[src/rtl/core_pkg.sv]
// Shared core definitions: datapath width, the canonical NOP and the fetch-stage state encoding.
package core_pkg;

    localparam int XLEN = 32;

    // addi x0, x0, 0
    localparam logic [XLEN-1:0] NOP_INSTR = 32'h0000_0013;

    typedef enum logic [2:0] {
        IDLE  = 3'd0,
        REQ   = 3'd1,
        WAIT  = 3'd2,
        DROP  = 3'd3,
        VALID = 3'd4
    } fetch_state_e;

endpackage

[src/rtl/instr_fetch.sv]
// Instruction fetch stage: one req/gnt/rvalid transaction per PC, result handed to decode with valid/ready,
// and a hold signal that keeps the PC register still until the instruction (or a redirect) retires it.
module instr_fetch
    import core_pkg::*;
(
    input  logic            clk,
    input  logic            reset,
    input  logic [XLEN-1:0] pc_i,
    input  logic            redirect_i,
    output logic            imem_req_o,
    output logic [XLEN-1:0] imem_addr_o,
    input  logic            imem_gnt_i,
    input  logic            imem_rvalid_i,
    input  logic [XLEN-1:0] imem_rdata_i,
    output logic [XLEN-1:0] instr_o,
    output logic [XLEN-1:0] instr_pc_o,
    output logic            instr_valid_o,
    input  logic            instr_ready_i,
    output logic            misalign_o,
    output logic            pc_hold_o
);

    fetch_state_e    state_q, state_d;
    logic [XLEN-1:0] addr_q, addr_d;
    logic [XLEN-1:0] instr_q, instr_d;
    logic            misalign_q, misalign_d;

    // NOTE: async reset clears every register here; there is no memory array, so nothing is left unreset.
    // NOTE: non-blocking assignments keep all flops sampling the same pre-edge values.
    always_ff @(posedge clk or posedge reset) begin
        if (reset) begin
            state_q    <= IDLE;
            addr_q     <= '0;
            instr_q    <= NOP_INSTR;
            misalign_q <= 1'b0;
        end else begin
            state_q    <= state_d;
            addr_q     <= addr_d;
            instr_q    <= instr_d;
            misalign_q <= misalign_d;
        end
    end

    // instr_q and misalign_q are only non-default while in VALID, so the outputs need no masking.
    always_comb begin
        // NOTE: hold-by-default assignments first so every path assigns every signal (no latches).
        state_d    = state_q;
        addr_d     = addr_q;
        instr_d    = instr_q;
        misalign_d = misalign_q;
        unique case (state_q)
            IDLE: begin
                // A redirect here means pc_i is about to change; sample the new target next cycle.
                if (!redirect_i) begin
                    addr_d     = pc_i;
                    instr_d    = NOP_INSTR;
                    misalign_d = (pc_i[1:0] != 2'b00);
                    state_d    = (pc_i[1:0] != 2'b00) ? VALID : REQ;
                end
            end
            REQ: begin
                if (redirect_i) begin
                    state_d = imem_gnt_i ? DROP : IDLE;
                end else if (imem_gnt_i) begin
                    state_d = WAIT;
                end
            end
            WAIT: begin
                if (imem_rvalid_i) begin
                    if (redirect_i) begin
                        state_d = IDLE;
                    end else begin
                        instr_d = imem_rdata_i;
                        state_d = VALID;
                    end
                end else if (redirect_i) begin
                    state_d = DROP;
                end
            end
            DROP: begin
                if (imem_rvalid_i) begin
                    state_d = IDLE;
                end
            end
            VALID: begin
                if (instr_ready_i || redirect_i) begin
                    instr_d    = NOP_INSTR;
                    misalign_d = 1'b0;
                    state_d    = IDLE;
                end
            end
            default: state_d = IDLE;
        endcase
    end

    always_comb begin
        imem_req_o    = (state_q == REQ);
        imem_addr_o   = addr_q;
        instr_valid_o = (state_q == VALID);
        instr_o       = instr_q;
        instr_pc_o    = addr_q;
        misalign_o    = misalign_q;
        pc_hold_o     = ~((state_q == VALID) & instr_ready_i) & ~redirect_i;
    end

endmodule
[config.mk]
export PLATFORM = sky130hd
export DESIGN_NAME = instr_fetch
export DESIGN_NICKNAME = d
export VERILOG_FILES = /design/src/rtl/core_pkg.sv /design/src/rtl/instr_fetch.sv
export SDC_FILE = /design/constraint.sdc
export NUM_CORES = 1
export LEC_CHECK = 0
export ABC_CLOCK_PERIOD_IN_PS = 2500
export BUFFER_PORTS_ARGS = -buffer_cell sky130_fd_sc_hd__buf_2
export CAP_MARGIN = 20
export CORE_MARGIN = 2
export CORE_UTILIZATION = 47
export CTS_BUF_LIST = sky130_fd_sc_hd__clkbuf_4
export CTS_CLUSTER_DIAMETER = 50
export DETAILED_ROUTE_END_ITERATION = 16
export PLACE_DENSITY = 0.85
export SLEW_MARGIN = 20
export SYNTH_ARGS = -nofsm -noshare
export SYNTH_HDL_FRONTEND = slang
export SYNTH_SLANG_ARGS = --single-unit
[constraint.sdc]
create_clock -name clk -period 2.5 [get_ports clk]
set_input_delay 0.375 -clock clk [delete_from_list [all_inputs] [get_ports clk]]
set_output_delay 0.375 -clock clk [all_outputs]
set_load 0.02 [all_outputs]
== After elaboration in Yosys (flattened, before gate mapping) ==
Index checks and enable logic that the tools add are counted.
Storage, ports and cells
  logic and storage cells: 47
  bits in latches: 0
  flip-flop bits (word level): 68
  ROM bits: 0
  bits in writable memories: 0
  memories: 0
Operators by class
  divide/modulo/power cells: 0
  eq/ne operators: 11
  $mul: 0
  bitwise gates (word level): 4
  shifts and indexed selects: 0
  $add $sub $neg: 0
  muxes and demuxes: 19
  $lt $le $gt $ge: 0
  reductions and logical operators: 9
Operators with widths (number)
  $mux W32: 4
  $pmux W32 S3: 1
  $mux W3: 9
  $pmux W3 S5: 1
  $reduce_and A5 Y1: 2
  $ne A2 B2 Y1 const B: 4
  $eq A3 B2 Y1 const B: 2
  $reduce_bool A2 Y1: 2
  $eq A3 B1 Y1 const B: 1
  $eq A3 B3 Y1 const B: 1
  $logic_not A3 Y1: 1
  $ne A3 B2 Y1 const B: 1
  $ne A3 B3 Y1 const B: 1
  $reduce_and A3 Y1: 1
  $reduce_bool A3 Y1: 1
  $and A1 B1 Y1: 2
  $mux W1: 2
  $mux W2: 1
  $ne A2 B1 Y1 const B: 1
  $not A1 Y1: 2
  $pmux W1 S2: 1
  $reduce_and A2 Y1: 1
  $logic_or A1 B1 Y1: 1

== Longest topological paths before layout ==
  depth in word-level cells: 4
  depth in mapped cells: 6
  depth with buffers taken out: 4

== Worst setup path after synthesis ==
Ideal clock, no wire load.
  path kind: register to register
  start: register state_q[0]
  end: register addr_q[10] (netlist: imem_addr_o[10])
  data required time: 2.375 ns
  period minus slack after synthesis: 1.604 ns
  stages on the path, launching flop included: 6
  path buffers: 2
  path slack: 0.896 ns
  setup time: 0.125 ns
  data arrival time: 1.479 ns
  path through: dfrtp_1 buf_2 or2_1 nor3_4 buf_4 mux2_2
Between the ends
  longest elaborated chain between the ends: 2
Ends and longest elaborated chain
  start: declaration: line instr_fetch.sv:23  | fetch_state_e state_q, state_d;
  start signal: assignment: line instr_fetch.sv:37  | state_q <= state_d;
  $logic_not A3 Y1: line instr_fetch.sv:51  | unique case (state_q)
  $reduce_and A2 Y1 (no source line)
  end signal: assignment: line instr_fetch.sv:38  | addr_q <= addr_d;
  end: declaration: line instr_fetch.sv:24  | logic [XLEN-1:0] addr_q, addr_d;
Every way passes these cells.
A chain may end at the register's enable or synchronous reset.

== Final worst setup path ==
  start: register state_q[0]
  end: output pc_hold_o
Between the ends
  longest elaborated chain between the ends: 4
Ends and longest elaborated chain
  $eq A3 B3 Y1: line instr_fetch.sv:103  | pc_hold_o = ~((state_q == VALID) & instr_ready_i) & ~redirect_i;
  $and A1 B1 Y1: line instr_fetch.sv:103
  $not A1 Y1: line instr_fetch.sv:103
  $and A1 B1 Y1: line instr_fetch.sv:103
  end: declaration: line instr_fetch.sv:20  | output logic pc_hold_o
Every way passes these cells.

==> metrics.md <==
| Metric | Value |
|---|---|
| FP Rows | 30 |
| Flop2flop setup slack | 0.68 ns |
| DRC | 0 |
| Critical Path RT | 2.12 ns |
| Max-slew violation count | 0 |
| HP Class | input port to async pin |
| GR Overflow Total | 0 |
| Slew HR | 56.7% |
| Antenna fix cells | 0 |
| RSZ-0062 raised after global routing | false |
| Pin count of the biggest net entering global routing | 43 |
| Clk pin slew, worst setup/hold paths | 0.12 ns |
| Layout Nets | 486 |
| TritonCTS clock tree | built |
| Total power | 5.43 mW |
| Top-area cell type share of the netlist area | 50.4% |
| Htree depth | 3 |
| Total Wirelength | 6980 um |
| Cell accounting for the most synthesized area | dfrtp_1 |
| First-pass GRT wire length | 11200 um |
| Post-cts sizing count | 0 |
| TritonCTS Sinks | 68 |
| Clk_skew | 0.0107 ns |
| Outcome | completed |
| Post-DP HPWL | 5350 um |
| Share of the yosys chip area belonging to registers | 52.9% |
| Least-Margin Pin Slew | 0.649 ns |
| Yosys warning count | 0 |
| Placer congestion estimate | 0.808 |
| Power Dens Cells | 1360 nW/um^2 |
| R2r startpoint | state_q[0]$_DFFE_PP0P_ |
| EDFF count, synth | 0 |
| Area of the core | 6720 um^2 |
| Largest fanout on the critical path | 10 |
| Starting Density | 48.0% |
| Via density | 4.87 |
| Min Tclk post-route | 1.86 ns |
| Critical path type | flip-flop to output port |
| CP Data Arrival Time | 1.49 ns |
| Syn nets | 348 |
| Count leader, synth | dfrtp_1 |
| Final worst-path cycle share | 74.4% |
| Setup TNS | 0 ns |
| FF-to-FF End | imem_addr_o[2]$_DFFE_PP0P_ |
| Critical path startpoint | state_q[0]$_DFFE_PP0P_ |
| Vias | 2440 |
| Gr usage total | 19.1% |
| Dpl cell area | 3850 um^2 |
| Final Cell Area | 4010 um^2 |
| P_leak | 2.05 nW |
| DRT antenna net count | 0 |
| Async set-reset flop share out of synthesis | 100% |
| Fin. Hold Viols | 0 |
| Post-CTS Setup Repair Bufs | 0 |
| CP endpoint kind | output port |
| Drt pass-1 iters | 4 |
| Final setup fails | 0 |
| Maximum VDD drop | 0.504 mV |
| Clk_lat worst skew | 0.39 ns |
| Layout cells sized above 1 | 62.0% |
| Vias in the first global route | 2325 |
| Port buffer count | 169 |
| Post-synth cell types | 37 |
| Most frequent cells after synthesis | dfrtp_1 (65), nand2_1 (60), buf_4 (35) |
| Max Cap Viol | 0 |
| Clk buf depth | 2 |
| Post-CTS Hold Buffers | 0 |
| Cells after Synth | 278 |
| DR iter-0 viols | 59 |
| Avg Cell Area, Syn | 11.6 um^2 |
| Area Overhead vs Synth | 24.3% |
| Die Ht | 86.8 um |
| Register-to-Register Path Depth | 4 |
| Mapped Area | 3220 um^2 |
| Initial antenna violation count | 0 |
| WL/cell | 13.9 um |
| Root buffer cell | clkbuf_4 |
| Post-synthesis register bit count | 68 |
| Synth Flop Type | dfrtp_1 |
| Max Clk Rate | 0.537 GHz |
| Die area | 7540 um^2 |
| Ports | 170 |
| Die Wd | 86.8 um |
| Critical path launch point type | flip-flop |
| Largest cells by area after synthesis | dfrtp_1 (50%), mux2_2 (10%), o21ai_2 (8.7%) |
| Num CTS Buffers | 9 |
[state kept, by name (all words and copies together), names as in the netlist]
signal and cells:
misalign_o 1, imem_addr_o 32, instr_o 32, state_q 3
[worst max-delay path: stages (launching register included)]
cell and delay, ns:
dfrtp_1 0.53, nor2_1 0.10, and2_1 0.18, a21oi_1 0.13, buf_2 0.17
[area by class of cell]
type / count / area, um^2
fillers: 590 / 2710
inverters: 4 / 15.0
flip-flops and latches: 68 / 1710
clock buffers: 9 / 67.6
well taps: 80 / 100
multi-input cells: 159 / 1120
repair buffers: 174 / 908
clock inverters: 7 / 91.3
[worst max path at each step]
stage	to	depth (start not counted)
after detailed placement	imem_addr_o[2]$_DFFE_PP0P_	4
after CTS	pc_hold_o	4
after floorplan	imem_addr_o[0]$_DFFE_PP0P_	1
after global placement	imem_addr_o[28]$_DFFE_PP0P_	4
after global routing	pc_hold_o	4
final	pc_hold_o	4
[logic make-up after synthesis]
family	after synthesis	share of synthesized area (%)
XOR/XNOR	1	0.272
multiplexers	32	11.2
flip-flops	68	52.9
AND/OR/NAND/NOR	82	11.2
buffers and inverters	51	12.6
AO/OA/AOI/OAI	44	11.9
[report_power, final]
part	internal, mW	switching, mW
logic	1.04	1.79
registers	1.51	0.294
clock network	0.401	0.396
[cell usage in the layout, fill, tap and decap left out, types with 2 or more instances in the layout]
master	instances
nand2_2	2
o21ai_2	32
clkbuf_4	9
a21oi_1	2
buf_4	3
buf_2	169
clkinv_1	2
nand2b_1	2
dfstp_2	3
clkinvlp_4	2
nor2_1	6
mux2_2	30
dfrtp_1	65
bufinv_16	2
inv_1	3
mux2_1	2
nand2_1	60
o21ai_0	2
buf_12	2
nor2b_1	2
[per-stage QoR]
step           cells  setup WS [ns]  utilization (%)  hold slack (ns)
3_5_place_dp     485          0.683             57.3            0.461
4_1_cts          501          0.602             59.6           0.0624
5_1_grt          501          0.527             59.6           0.0846
6_report         501          0.639             59.6           0.0547
3_3_place_gp     485          0.750             57.3            0.456
2_1_floorplan    278          0.418                -            0.508
[layer usage]
metal / vias up / part of all wire, % / track usage [%]
met5: - / 0 / 0
li1: 1179 / - / -
met4: 0 / 1.0 / 6.82
met1: 1144 / 39 / 22.9
met3: 7 / 7.6 / 5.05
met2: 110 / 53 / 33.0
Power figures use the tool's default switching activity.
